==> src/rtl/add_pkg.sv <==
// Shared definitions for the segmented pipelined add/subtract unit.
package add_pkg;

   localparam int WORD_LEN = 32;

   function automatic int stages(input int data_len, input int seg_len);
      return data_len / seg_len;
   endfunction

   // Control that rides with every op: carry into the next segment and word-mode flag.
   typedef struct packed {
      logic carry;
      logic word;
   } stage_ctl_t;

endpackage

==> src/rtl/add_seg_stage.sv <==
// One carry-chain segment: adds its SEG_LEN slice of a/bt plus the incoming carry,
// and registers the whole payload for the next segment.
module add_seg_stage
   import add_pkg::*;
#(
   parameter int DATA_LEN = 64,
   parameter int SEG_LEN  = 16,
   parameter int ID_LEN   = 4,
   parameter int IDX      = 0
) (
   input  logic                clk,
   input  logic                rst,
   input  logic                flush,
   input  logic                vld_i,
   input  logic                nxt_acc_i,
   input  logic [DATA_LEN-1:0] a_i,
   input  logic [DATA_LEN-1:0] bt_i,
   input  logic [DATA_LEN-1:0] sum_i,
   input  stage_ctl_t          ctl_i,
   input  logic [ID_LEN-1:0]   id_i,
   output logic                vld_o,
   output logic [DATA_LEN-1:0] a_o,
   output logic [DATA_LEN-1:0] bt_o,
   output logic [DATA_LEN-1:0] sum_o,
   output stage_ctl_t          ctl_o,
   output logic [ID_LEN-1:0]   id_o
);

   localparam int LO = IDX * SEG_LEN;

   logic                vld_q;
   logic [DATA_LEN-1:0] a_q;
   logic [DATA_LEN-1:0] bt_q;
   logic [DATA_LEN-1:0] sum_q;
   logic [DATA_LEN-1:0] sum_d;
   stage_ctl_t          ctl_q;
   stage_ctl_t          ctl_d;
   logic [ID_LEN-1:0]   id_q;
   logic [SEG_LEN:0]    seg;
   logic                acc;
   logic                load;

   assign acc  = !vld_q || nxt_acc_i;
   // The entry segment also loads on flush so an op offered alongside flush survives.
   assign load = acc || (flush && (IDX == 0));
   assign seg  = {1'b0, a_i[LO +: SEG_LEN]} + {1'b0, bt_i[LO +: SEG_LEN]}
               + {{SEG_LEN{1'b0}}, ctl_i.carry};

   always_comb begin
      sum_d                = sum_i;
      sum_d[LO +: SEG_LEN] = seg[SEG_LEN-1:0];
      ctl_d                = ctl_i;
      ctl_d.carry          = seg[SEG_LEN];
   end

   always_ff @(posedge clk) begin
      if (rst) begin
         vld_q <= 1'b0;
      end else if (flush) begin
         vld_q <= (IDX == 0) ? vld_i : 1'b0;
      end else if (acc) begin
         vld_q <= vld_i;
      end
   end

   always_ff @(posedge clk) begin
      if (load && vld_i) begin
         a_q   <= a_i;
         bt_q  <= bt_i;
         sum_q <= sum_d;
         ctl_q <= ctl_d;
         id_q  <= id_i;
      end
   end

   assign vld_o = vld_q;
   assign a_o   = a_q;
   assign bt_o  = bt_q;
   assign sum_o = sum_q;
   assign ctl_o = ctl_q;
   assign id_o  = id_q;

endmodule

==> src/rtl/seg_pipe_add_sub.sv <==
// Pipelined add/subtract: the carry chain is cut into SEG_LEN segments, one register
// stage each, with valid/ready flow control, flush, tag pass-through and result flags.
module seg_pipe_add_sub
   import add_pkg::*;
#(
   parameter int DATA_LEN = 64,
   parameter int SEG_LEN  = 16,
   parameter int ID_LEN   = 4,
   parameter int WORD_EN  = 1
) (
   input  logic                clk,
   input  logic                rst,
   input  logic                flush,
   input  logic                in_valid,
   output logic                in_ready,
   input  logic [DATA_LEN-1:0] in_a,
   input  logic [DATA_LEN-1:0] in_b,
   input  logic                in_sub,
   input  logic                in_word,
   input  logic [ID_LEN-1:0]   in_id,
   output logic                out_valid,
   input  logic                out_ready,
   output logic [DATA_LEN-1:0] out_sum,
   output logic                out_cout,
   output logic                out_ovf,
   output logic                out_zero,
   output logic [ID_LEN-1:0]   out_id
);

   localparam int STAGES = stages(DATA_LEN, SEG_LEN);
   localparam int MSB    = DATA_LEN - 1;

   if (STAGES < 1 || (DATA_LEN % SEG_LEN) != 0) begin : g_bad_seg
      $error("seg_pipe_add_sub: DATA_LEN must be a non-zero multiple of SEG_LEN");
   end
   if (WORD_EN != 0 && DATA_LEN != 64) begin : g_bad_word
      $error("seg_pipe_add_sub: WORD_EN requires DATA_LEN == 64");
   end

   // Index 0 is the issue side; index k+1 is the register output of segment k.
   logic                vld_s [STAGES+1];
   logic                acc_s [STAGES+1];
   logic [DATA_LEN-1:0] a_s   [STAGES+1];
   logic [DATA_LEN-1:0] bt_s  [STAGES+1];
   logic [DATA_LEN-1:0] sum_s [STAGES+1];
   stage_ctl_t          ctl_s [STAGES+1];
   logic [ID_LEN-1:0]   id_s  [STAGES+1];

   assign vld_s[0] = in_valid;
   assign a_s[0]   = in_a;
   assign bt_s[0]  = in_b ^ {DATA_LEN{in_sub}};
   assign sum_s[0] = '0;
   assign ctl_s[0] = '{carry: in_sub, word: (WORD_EN != 0) && in_word};
   assign id_s[0]  = in_id;

   always_comb begin
      acc_s[STAGES] = out_ready;
      for (int k = STAGES - 1; k >= 0; k--) begin
         acc_s[k] = !vld_s[k+1] || acc_s[k+1];
      end
   end

   assign in_ready = acc_s[0] || flush;

   for (genvar k = 0; k < STAGES; k++) begin : g_stage
      add_seg_stage #(
         .DATA_LEN (DATA_LEN),
         .SEG_LEN  (SEG_LEN),
         .ID_LEN   (ID_LEN),
         .IDX      (k)
      ) u_stage (
         .clk       (clk),
         .rst       (rst),
         .flush     (flush),
         .vld_i     (vld_s[k]),
         .nxt_acc_i (acc_s[k+1]),
         .a_i       (a_s[k]),
         .bt_i      (bt_s[k]),
         .sum_i     (sum_s[k]),
         .ctl_i     (ctl_s[k]),
         .id_i      (id_s[k]),
         .vld_o     (vld_s[k+1]),
         .a_o       (a_s[k+1]),
         .bt_o      (bt_s[k+1]),
         .sum_o     (sum_s[k+1]),
         .ctl_o     (ctl_s[k+1]),
         .id_o      (id_s[k+1])
      );
   end

   logic [DATA_LEN-1:0] s_fin;
   logic [DATA_LEN-1:0] a_fin;
   logic [DATA_LEN-1:0] bt_fin;
   stage_ctl_t          ctl_fin;
   logic                ovf_full;
   logic                unused_ok;

   assign s_fin    = sum_s[STAGES];
   assign a_fin    = a_s[STAGES];
   assign bt_fin   = bt_s[STAGES];
   assign ctl_fin  = ctl_s[STAGES];
   assign ovf_full = (a_fin[MSB] == bt_fin[MSB]) && (s_fin[MSB] != a_fin[MSB]);

   if (WORD_EN != 0) begin : g_word
      logic [DATA_LEN-1:0] res_w;
      logic                cout_w;
      logic                ovf_w;
      // Carry out of bit 31 is recovered from bit 32 of the full-width add.
      assign res_w  = {{(DATA_LEN-WORD_LEN){s_fin[WORD_LEN-1]}}, s_fin[WORD_LEN-1:0]};
      assign cout_w = s_fin[WORD_LEN] ^ a_fin[WORD_LEN] ^ bt_fin[WORD_LEN];
      assign ovf_w  = (a_fin[WORD_LEN-1] == bt_fin[WORD_LEN-1])
                   && (s_fin[WORD_LEN-1] != a_fin[WORD_LEN-1]);
      assign out_sum  = ctl_fin.word ? res_w  : s_fin;
      assign out_cout = ctl_fin.word ? cout_w : ctl_fin.carry;
      assign out_ovf  = ctl_fin.word ? ovf_w  : ovf_full;
   end else begin : g_full
      assign out_sum  = s_fin;
      assign out_cout = ctl_fin.carry;
      assign out_ovf  = ovf_full;
   end

   assign out_valid = vld_s[STAGES];
   assign out_id    = id_s[STAGES];
   assign out_zero  = (out_sum == '0);
   assign unused_ok = ^{a_fin, bt_fin, ctl_fin};

endmodule

==> config.mk <==
export PLATFORM = sky130hd
export DESIGN_NAME = seg_pipe_add_sub
export DESIGN_NICKNAME = d
export VERILOG_FILES = /design/src/rtl/add_pkg.sv /design/src/rtl/add_seg_stage.sv /design/src/rtl/seg_pipe_add_sub.sv
export SDC_FILE = /design/constraint.sdc
export NUM_CORES = 1
export LEC_CHECK = 0
export BUFFER_PORTS_ARGS = -buffer_cell sky130_fd_sc_hd__buf_2
export CAP_MARGIN = 20
export CORE_ASPECT_RATIO = 0.7
export CORE_MARGIN = 2
export CORE_UTILIZATION = 40
export CTS_BUF_LIST = sky130_fd_sc_hd__clkbuf_4 sky130_fd_sc_hd__clkbuf_8
export DETAILED_ROUTE_END_ITERATION = 7
export PLACE_DENSITY = 0.56
export SYNTH_ARGS = -nofsm -noshare
export SYNTH_HDL_FRONTEND = slang
export SYNTH_SLANG_ARGS = --single-unit
==> constraint.sdc <==
create_clock -name clk -period 11 [get_ports clk]
set_clock_uncertainty 0.05 [all_clocks]
set_input_delay 1.1 -clock clk [delete_from_list [all_inputs] [get_ports clk]]
set_output_delay 1.1 -clock clk [all_outputs]
set_load 0.01 [all_outputs]
==> run_results.csv, run 1 <==
group,metric,value,unit
power,power_switching,0.000705,W
die,core_area,40000,um^2
sta,rsz0062_at_grt,"false",
cts,tritoncts,"done",
die,die-width,246,um
setup_path,critPathCaptureType,"primary output",
yosys,syn_area,16300,um^2
grt,top_usage_layer,"met2",
die,std_cell_rows,61,
cts,clk_pin_slew,0.07,ns
place,hpwlAfterDp,21.7,mm
yosys,netlist.area_leader.share,71.3,%
grt,grt_use_met1,20.1,%
die,ios,212,
sta,fin_crit,3.70,ns
yosys,synth_warnings,0,
status,outcome,"finished, final reports clean",
grt,met2_usage,23.0,%
die,die_y,173,um
drt,drtIter0Drc,582,
power,irDropWorstVdd,0.0928,mV
drt,routedWlPerCell,16.9,um
place,place_inst,1767,
place,port_buffers,211,
min_path,hp-class,"flop to flop",
sta,slew_violations,0,
finish,post-route-util,47.5,%
cts,clock_path_buffers,3,
yosys,synth-async-reset-ratio,0,%
sta,clock.fmax,270,MHz
drt,dr.pass1.iters,4,
finish,syn2layout_area_growth,16.3,%
grt,antenna_found_initial,2,
die,die_area,42500,um^2
finish,drive_gt1_share,24.6,%
yosys,synth_area_leaders,"edfxtp_1 (71%), ha_1 (4.6%), xor2_1 (4.4%)",
power,power.leakage,7.06,nW
grt,grt.met3_usage,3.60,%
drt,final_antenna_net_count,0,
cts,cts.sinks,392,
die,start_util,40.8,%
setup_path,path_class,"flop to primary output",
cts,clk_latency,0.60,ns
cts,htree_levels,2,
yosys,yosys.area.top_type,"edfxtp_1",
power,pwr-share-seq,55.3,%
grt,track_usage,14.9,%
yosys,syn_avg_cell_area,15.3,um^2
cts,hold_buffers,0,
sta,fin_setup_tns,0,ns
run,cap_violations,0,
sta,fin_crit_sh,33.6,%
min_path,hold_depth,0,
power,p_total,0.00317,W
grt,grt_pass1_wl,48.9,mm
drt,routed_via_density,4.86,
grt,grt_max_degree,79,
setup_path,worstPathRequired,9.85,ns
yosys,seq_area_frac_synth,71.8,%
cts,cts_made_buffers,59,
setup_path,critPathMaxFanout,38,
cts,cts_resized,0,
sta,hold_viol_final,0,
power,clkPwrFrac,36.4,%
power,powerDensity,167,nW/um^2
grt,grt_pass1_vias,9024,
yosys,synth-edff-count,388,
grt,grt_overflow,0,
yosys,syn_inst,1069,
yosys,ys.flop_type,"edfxtp_1",
power,pwr-share-comb,8.3,%
sta,tightest_slew,1.07,ns
drt,vias,9112,
cts,clk_root_buffer_cell,"clkbuf_8",
finish,instances_no_fill,1874,
cts,cts_setup_buffers,0,
yosys,syn-num-nets,1275,
drt,drc,0,
yosys,ys_ff_latch,392,
setup_path,crit_arrival,2.55,ns
yosys,yosysUniqueCellTypes,57,
drt,routed_wl,31.7,mm
power,sw_frac_of_total,22.3,%
sta,setup_viol,0,
power,internal-power,0.00246,W
finish,nNetsFinal,1500,
setup_path,startpoint_type,"flop",
sta,slew_headroom,28.6,%
place,gp_congestion,0.814,
setup_path,ff2ff_path_depth,8,
## per-stage QoR
stage                     setup slack [ns]  area [um^2]  hold WS, ns
after global placement                7.38        17800        0.350
after CTS                             7.22        19000        0.360
final                                 7.30        19000        0.357
after detailed placement              7.31        17800        0.355
after floorplan                       2.57        16300        0.350
after global routing                  7.13        19000        0.366
## cells by family after synthesis
| group | count (synthesis) | share of synthesized area (%) |
|---|---|---|
| AO/OA/AOI/OAI | 190 | 7.42 |
| XOR/XNOR | 104 | 5.58 |
| adder cells (fa/ha/maj) | 67 | 5.45 |
| buffers and inverters | 106 | 3.18 |
| flip-flops | 392 | 71.8 |
| multiplexers | 6 | 0.398 |
| AND/OR/NAND/NOR | 204 | 6.17 |
## cells in the final DEF, fill, tap and decap left out, drive strengths merged, types with 7 or more instances in the layout
master	count
edfxtp	388
buf	219
xor2	83
clkbuf	79
o21ai	64
nor2	63
ha	60
inv	51
a21oi	48
nand2	34
nor4	24
nor3	23
xnor2	21
clkinv	20
a211oi	18
nand3	16
o21a	12
nand2b	11
nor2b	10
a31oi	8
nand4	8
fa	7
## power by group through the flow
stage / Combinational (W) / Clock [W] / Sequential, W
finish: 0.000263 / 0.00115 / 0.00175
floorplan: 0.000181 / 0 / 0.00178
CTS: 0.000264 / 0.00120 / 0.00175
global placement: 0.000257 / 0 / 0.00178
global route: 0.000296 / 0.00127 / 0.00176
detailed placement: 0.000262 / 0 / 0.00178
## synthesized netlist by cell type, drive strengths merged, types with 7 or more instances
cell / instances
nand2: 34
a211oi: 18
nand4: 8
a31oi: 8
xor2: 83
buf: 39
a21oi: 48
nor3: 23
o21a: 12
nand2b: 11
fa: 7
inv: 51
o21ai: 64
nor2: 63
ha: 60
nand3: 16
xnor2: 21
nor2b: 10
nor4: 24
clkbuf: 16
edfxtp: 388
## critical path, stage by stage, from the launching register on
cell and delay [ns]:
edfxtp_1 0.37, buf_4 0.26, nand2_1 0.71, o21ai_0 0.37
buf_2 0.24
## state kept, by name, indices dropped and copies added, names as in the netlist
register,flops
g_stage.u_stage.id_o,16
g_stage.u_stage.vld_o,4
g_stage.u_stage.sum_o,160
g_stage.u_stage.ctl_o,8
g_stage.u_stage.a_o,102
g_stage.u_stage.bt_o,102
## cell type report
cell class	count	area [um^2]
antenna	1	2.50
clock buffer	79	975
clock inverter	26	175
fill	3551	21000
inverter	51	191
multi-input combinational	571	4120
sequential	392	11700
tap	535	669
timing repair buffer	219	1140
## path summary, 6_finish.rpt
check / start / end / slack (ns)
worst max register to register: g_stage[0].u_stage.a_o[16]$_DFFE_PP_ / g_stage[1].u_stage.ctl_o[1]$_DFFE_PP_ / 7.84
worst min register to register: g_stage[2].u_stage.bt_o[31]$_DFFE_PP_ / g_stage[3].u_stage.bt_o[31]$_DFFE_PP_ / 0.36
worst max-delay path: g_stage[3].u_stage.ctl_o[0]$_DFFE_PP_ / out_sum[36] / 7.30
worst min-delay path: g_stage[2].u_stage.bt_o[31]$_DFFE_PP_ / g_stage[3].u_stage.bt_o[31]$_DFFE_PP_ / 0.36
## routing by layer
| layer | wire length [um] | vias up |
|---|---|---|
| met2 | 14300 | 246 |
| li1 | - | 4460 |
| met5 | 0 | - |
| met4 | 1180 | 0 |
| met3 | 1890 | 70 |
| met1 | 14300 | 4336 |
(Power assumes the default switching activity.)
==> inputs of run 2 (changes only) <==
--- a/config.mk
+++ b/config.mk
@@ -5,6 +5,7 @@
 export SDC_FILE = /design/constraint.sdc
 export NUM_CORES = 1
 export LEC_CHECK = 0
+export ABC_AREA = 1
 export BUFFER_PORTS_ARGS = -buffer_cell sky130_fd_sc_hd__buf_2
 export CAP_MARGIN = 20
 export CORE_ASPECT_RATIO = 0.7
@@ -12,7 +13,7 @@
 export CORE_UTILIZATION = 40
 export CTS_BUF_LIST = sky130_fd_sc_hd__clkbuf_4 sky130_fd_sc_hd__clkbuf_8
 export DETAILED_ROUTE_END_ITERATION = 7
-export PLACE_DENSITY = 0.56
+export PLACE_DENSITY = 0.58
 export SYNTH_ARGS = -nofsm -noshare
 export SYNTH_HDL_FRONTEND = slang
 export SYNTH_SLANG_ARGS = --single-unit
==> constraint.sdc (replaced) <==
create_clock -name clk -period 3.4 [get_ports clk]
set_clock_uncertainty 0.05 [all_clocks]
set_input_delay 0.34 -clock clk [delete_from_list [all_inputs] [get_ports clk]]
set_output_delay 0.34 -clock clk [all_outputs]
set_load 0.01 [all_outputs]
==> run 2 against run 1 <==
Compared with the run above:
- worst hold slack got worse by 0.27 ns
- combinational power grew to 3.6 times the previous value
- critical path depth rose by 4
- worst setup slack got worse by 6.9 ns
- register-to-register slack got worse by 6.8 ns
- critical path type unchanged
- first-iteration DRC count rose by 23%
- flip-flop and latch count unchanged
- final cell count is 17% higher
==> run_results.csv, run 2 <==
group,metric,value,unit
sta,clock.fmax,328,MHz
yosys,yosysUniqueCellTypes,34,
setup_path,worstReg2RegEnd,"g_stage[2].u_stage.ctl_o[1]$_DFFE_PP_",
grt,grt_overflow,0,
power,irDropWorstVdd,0.275,mV
finish,syn2layout_area_growth,23.8,%
setup_path,critPathMaxFanout,24,
finish,largest_register_ff_count,160,
place,port_buffers,211,
power,pwr-share-seq,52.6,%
yosys,synthTopCellsByCount,"edfxtp_1 (388), nand2_1 (266), inv_1 (99)",
setup_path,path_cells,"inv_1 -> buf_4 -> o21ai_1 -> nand3_1 -> nor3_1 -> nand2_1 -> nor2_1 -> buf_2",
grt,grt_pass1_wl,55.2,mm
die,die_y,174,um
run,cap_violations,0,
drt,dr.pass1.iters,5,
place,hpwlAfterDp,25.1,mm
setup_path,critPathCaptureType,"primary output",
yosys,synth_top_family_by_area,"simple AND/OR/NAND/NOR gates",
yosys,synth_warnings,0,
drt,routedWlPerCell,16.6,um
grt,grt_max_degree,66,
yosys,synth_most_common_cell,"edfxtp_1",
yosys,synth_area_leaders,"edfxtp_1 (70%), nand2_1 (6.0%), xor2_1 (4.8%)",
die,die-width,247,um
cts,cts_setup_buffers,0,
setup_path,r2r_slack,1.01,ns
power,internal-power,0.00826,W
die,die_area,43100,um^2
yosys,synth-xor-area-share,4.96,%
sta,fin_crit,3.05,ns
setup_path,r2r-start,"g_stage[1].u_stage.a_o[32]$_DFFE_PP_",
cts,clk_latency,0.63,ns
drt,drtIter0Drc,716,
setup_path,crit_arrival,2.66,ns
finish,layout_common_cells,"edfxtp_1 (388), nand2_1 (266), buf_2 (210)",
yosys,ys_ff_latch,392,
cts,cts.sinks,392,
cts,cts_made_buffers,60,
place,place_inst,1968,
finish,instances_no_fill,2190,
yosys,muxShareOfSynthArea,0,%
sta,rsz0062_at_grt,"false",
min_path,hp-class,"input pin to flop",
die,std_cell_rows,62,
power,pwr-share-comb,8.7,%
drt,routed_wl,36.3,mm
setup_path,ff2ff_path_depth,10,
cts,htree_levels,2,
cts,cts_resized,0,
yosys,syn-num-nets,1455,
yosys,seq_area_frac_synth,70.7,%
finish,drive_gt1_share,20.5,%
setup_path,startpoint_type,"flop",
cts,clk_pin_slew,0.06,ns
power,sw_frac_of_total,23.2,%
sta,setup_viol,0,
yosys,yosys.area.top_type,"edfxtp_1",
sta,slew_violations,0,
setup_path,slowest_delay,0.57,ns
yosys,synth_compound_area_share,4.10,%
die,ios,212,
min_path,min_from,"in_a[15]",
setup_path,cp.depth,8,
cts,tritoncts,"done",
setup_path,crit_end,"out_zero",
yosys,yosys.area_share.adder,5.37,%
drt,drc,0,
sta,hold_viol_final,0,
finish,layout.cells.most_common,"edfxtp_1",
setup_path,path_class,"flop to primary output",
power,power.leakage,8.44,nW
place,gp_congestion,0.894,
cts,clock_path_buffers,3,
drt,vias,10023,
drt,routed_via_density,4.58,
sta,fin_crit_sh,89.6,%
grt,grt_pass1_vias,9940,
power,power_switching,0.00250,W
finish,fill_cells,3590,
yosys,netlist.area_leader.share,70.2,%
yosys,syn_inst,1249,
cts,clk_root_buffer_cell,"clkbuf_8",
die,start_util,40.5,%
grt,antenna_found_initial,1,
setup_path,slowest_stage,"edfxtp_1",
yosys,ys.flop_type,"edfxtp_1",
finish,multi_input_area,4170,um^2
die,core_area,41000,um^2
sta,slew_headroom,40.7,%
sta,tightest_slew,0.887,ns
yosys,syn_area,16600,um^2
status,outcome,"finished, final reports clean",
cts,hold_buffers,107,
finish,seq_area,11700,um^2
setup_path,worstPathRequired,3.01,ns
power,clkPwrFrac,38.7,%
setup_path,startpoint,"g_stage[3].u_stage.ctl_o[0]$_DFFE_PP_",
grt,track_usage,16.9,%
setup_path,critPathTopFamily,"buffers and inverters",
yosys,syn_avg_cell_area,13.3,um^2
yosys,synth_simple_gate_area_share,10.6,%
drt,final_antenna_net_count,0,
sta,fin_setup_tns,0,ns
yosys,synth-async-reset-ratio,0,%
yosys,synth-edff-count,388,
power,powerDensity,524,nW/um^2
finish,nNetsFinal,1799,
setup_path,worst-path-buf-inv,3,
-- run 2: layout make-up --
class | count | share of cell area, %
inverters | 100 | 1.85
repair buffers | 329 | 11.1
clock inverters | 34 | 1.49
diodes | 2 | 0.0244
multi-input cells | 710 | 20.3
clock buffers | 79 | 4.72
well taps | 544 | 3.32
flip-flops and latches | 392 | 57.1
-- run 2: worst register-to-register path, delay by kind of cell (launching register included) --
kind	cells	cell delay [ns]
adder cells (fa/ha/maj)	2	0.92
flip-flops	1	0.42
AND/OR/NAND/NOR	8	0.73
-- run 2: kinds of logic after synthesis --
logic type      Yosys count
compound gates          124
xor+xnor                 94
fa+ha+maj                67
simple gates            425
buf+inv                 147
flops                   392
-- run 2: how the worst min path moves through the flow --
stage                                                  to  cells past startpoint
CTS                 g_stage[0].u_stage.ctl_o[1]$_DFFE_PP_                      4
detailed placement   g_stage[1].u_stage.a_o[32]$_DFFE_PP_                      0
global route        g_stage[0].u_stage.ctl_o[1]$_DFFE_PP_                      4
floorplan            g_stage[1].u_stage.a_o[32]$_DFFE_PP_                      0
finish              g_stage[0].u_stage.ctl_o[1]$_DFFE_PP_                      4
global placement     g_stage[2].u_stage.id_o[0]$_DFFE_PP_                      0
-- run 2: power groups by stage --
stage	clock [W]	combinational [W]	sequential, W
3_5_place_dp	0	0.000831	0.00576
5_1_grt	0.00450	0.00106	0.00568
4_1_cts	0.00428	0.000935	0.00566
6_report	0.00416	0.000934	0.00566
2_1_floorplan	0	0.000552	0.00575
3_3_place_gp	0	0.000828	0.00576
-- run 2: stage by stage --
step	hold slack (ns)	total power (W)	util, %	cell area [um^2]	setup slack [ns]
2_1_floorplan	0.350	0.00630	-	16600	0.163
3_3_place_gp	0.351	0.00658	44.4	18200	1.01
3_5_place_dp	0.355	0.00660	44.4	18200	0.997
4_1_cts	0.0321	0.0109	50.1	20500	0.319
5_1_grt	0.0741	0.0112	50.1	20500	0.167
6_report	0.0822	0.0108	50.1	20500	0.353
-- run 2: routing by layer --
layer / up-vias / routed length, um / global-route usage, %
li1: 5020 / - / -
met1: 4658 / 17400 / 24.7
met2: 281 / 15800 / 24.9
met3: 64 / 2150 / 3.88
met4: 0 / 873 / 5.44
met5: - / 0 / 0
==> inputs of run 3 (changes only) <==
--- a/config.mk
+++ b/config.mk
@@ -5,7 +5,6 @@
 export SDC_FILE = /design/constraint.sdc
 export NUM_CORES = 1
 export LEC_CHECK = 0
-export ABC_AREA = 1
 export BUFFER_PORTS_ARGS = -buffer_cell sky130_fd_sc_hd__buf_2
 export CAP_MARGIN = 20
 export CORE_ASPECT_RATIO = 0.7
@@ -13,7 +12,7 @@
 export CORE_UTILIZATION = 40
 export CTS_BUF_LIST = sky130_fd_sc_hd__clkbuf_4 sky130_fd_sc_hd__clkbuf_8
 export DETAILED_ROUTE_END_ITERATION = 7
-export PLACE_DENSITY = 0.58
+export PLACE_DENSITY = 0.67
 export SYNTH_ARGS = -nofsm -noshare
 export SYNTH_HDL_FRONTEND = slang
 export SYNTH_SLANG_ARGS = --single-unit
==> run 3 against run 2 <==
Compared with the run above:
- flip-flop and latch count unchanged
- first-iteration DRC count decreased by 7.0%
- power decreased by 3.1%
- final cell count decreased by 9.2%
- sequential power about the same
- worst setup slack improved by 0.031 ns
- critical path depth unchanged
- count of clock-buffer cells in the layout increased by 1
- non-clock buffer count decreased by 1
- clock power decreased by 9.1%
- largest cell class unchanged
==> run_results.csv, run 3 (same netlist as run 1, synthesis figures left out) <==
group,metric,value,unit
status,outcome,"finished, final reports clean",
die,start_util,40.8,%
setup_path,path_class,"flop to flop",
drt,drc,0,
cts,clk_pin_slew,0.06,ns
setup_path,startpoint_type,"flop",
finish,seq_area,11700,um^2
cts,clock_path_buffers,3,
finish,nNetsFinal,1611,
sta,hold_slack,0.0716,ns
cts,cts.sinks,392,
die,die_y,173,um
finish,layout_common_cells,"edfxtp_1 (388), buf_2 (210), dlygate4sd3_1 (105)",
sta,clock.fmax,332,MHz
drt,drtIter0Drc,666,
die,core_area,40000,um^2
cts,clk_latency,0.62,ns
grt,grt_max_degree,105,
finish,diodes,0,
place,gp_congestion,0.857,
finish,multi_input_area,4120,um^2
sta,fin_crit,3.02,ns
grt,grt_pass1_vias,9865,
cts,tritoncts,"done",
finish,layout.cells.most_common,"edfxtp_1",
sta,hold_viol_final,0,
place,hpwlAfterDp,23.2,mm
place,place_inst,1772,
grt,grt_pass1_wl,53.2,mm
min_path,hp-class,"input pin to flop",
die,die-width,246,um
finish,largest_register_ff_count,160,
sta,slew_headroom,41.9,%
setup_path,crit_arrival,3.33,ns
sta,tightest_slew,0.869,ns
drt,vias,9823,
cts,htree_levels,2,
setup_path,critPathMaxFanout,3,
power,irDropWorstVdd,0.291,mV
sta,rsz0062_at_grt,"false",
die,ios,212,
finish,drive_gt1_share,23.2,%
grt,grt_overflow,0,
sta,setup_viol,0,
die,std_cell_rows,61,
drt,routedWlPerCell,17.5,um
cts,cts_setup_buffers,0,
die,die_area,42500,um^2
sta,fin_crit_sh,88.7,%
grt,track_usage,16.1,%
grt,antenna_found_initial,0,
cts,clk_root_buffer_cell,"clkbuf_8",
power,power.leakage,7.55,nW
cts,cts_made_buffers,61,
run,cap_violations,0,
sta,fin_setup_tns,0,ns
finish,fill_cells,3355,
drt,routed_via_density,4.94,
drt,dr.pass1.iters,5,
power,powerDensity,517,nW/um^2
drt,final_antenna_net_count,0,
setup_path,critPathCaptureType,"flop",
place,port_buffers,211,
sta,slew_violations,0,
drt,routed_wl,34.7,mm
setup_path,worstPathRequired,3.71,ns
finish,syn2layout_area_growth,23.3,%
finish,instances_no_fill,1989,
-- run 3: cell count changes in the layout (fill, tap and decap cells not counted), moves of 11 or more --
cell / previous run / this run
a211oi_1: 0 / 17
a21oi_1: 60 / 46
and2_1: 11 / 0
inv_1: 97 / 51
nand2_1: 266 / 34
nand3_1: 52 / 16
nor3_1: 6 / 23
nor4_1: 0 / 24
o21a_1: 0 / 12
o21ai_0: 34 / 60
xnor2_1: 3 / 21
-- run 3: power breakdown --
part           total, W  internal (W)  switching [W]
registers       0.00567       0.00561      0.0000624
clock network   0.00378       0.00198        0.00180
logic          0.000965      0.000433       0.000532
total            0.0104       0.00802        0.00240
-- run 3: path summary, 6_finish.rpt --
kind | cells past startpoint | slack (ns) | startpoint | end
setup / recovery | 8 | 0.38 | g_stage[2].u_stage.a_o[48]$_DFFE_PP_ | g_stage[3].u_stage.ctl_o[1]$_DFFE_PP_
hold / removal | 2 | 0.07 | in_b[0] | g_stage[0].u_stage.sum_o[0]$_DFFE_PP_
setup reg to reg | 8 | 0.38 | g_stage[2].u_stage.a_o[48]$_DFFE_PP_ | g_stage[3].u_stage.ctl_o[1]$_DFFE_PP_
hold reg to reg | 0 | 0.35 | g_stage[2].u_stage.sum_o[14]$_DFFE_PP_ | g_stage[3].u_stage.sum_o[14]$_DFFE_PP_
-- run 3: layout make-up --
cell class	count	share of cell area, %
inverters	51	0.950
multi-input cells	571	20.4
repair buffers	328	11.2
clock buffers	80	4.91
flip-flops and latches	392	58.2
well taps	535	3.32
clock inverters	32	0.913
-- run 3: timing repair --
item / in CTS / in global routing
resized for setup: 0 / 0
hold buffers: 105 / 0
endpoints found under the hold margin: 106 / 0
-- run 3: stage by stage --
stage	utilization (%)	power [W]	setup slack, ns	cell area [um^2]
6_report	50.4	0.0104	0.384	20100
5_1_grt	50.4	0.0109	0.128	20100
4_1_cts	50.4	0.0105	0.392	20100
3_5_place_dp	44.8	0.00664	0.402	17900
3_3_place_gp	44.8	0.00660	0.377	17900
2_1_floorplan	-	0.00634	-0.535	16300
-- run 3: layer usage --
layer  vias up  wire (um)  track usage (%)  part of all wire, %
met2       334      17000             27.0                   49
met5         -          0                0                    0
met1      4734      14500             20.3                   42
met4         0       1090             6.46                  3.1
li1       4681          -                -                    -
met3        74       2200             3.23                  6.3
-- run 3: critical path, cell delays in order, from the launching register on --
cell and delay [ns]:
edfxtp_1 0.40, fa_1 0.50, fa_1 0.45, a211oi_1 0.35, o21ai_1 0.15, a22oi_2 0.23
a21oi_1 0.10, a211o_1 0.30, o31a_1 0.24
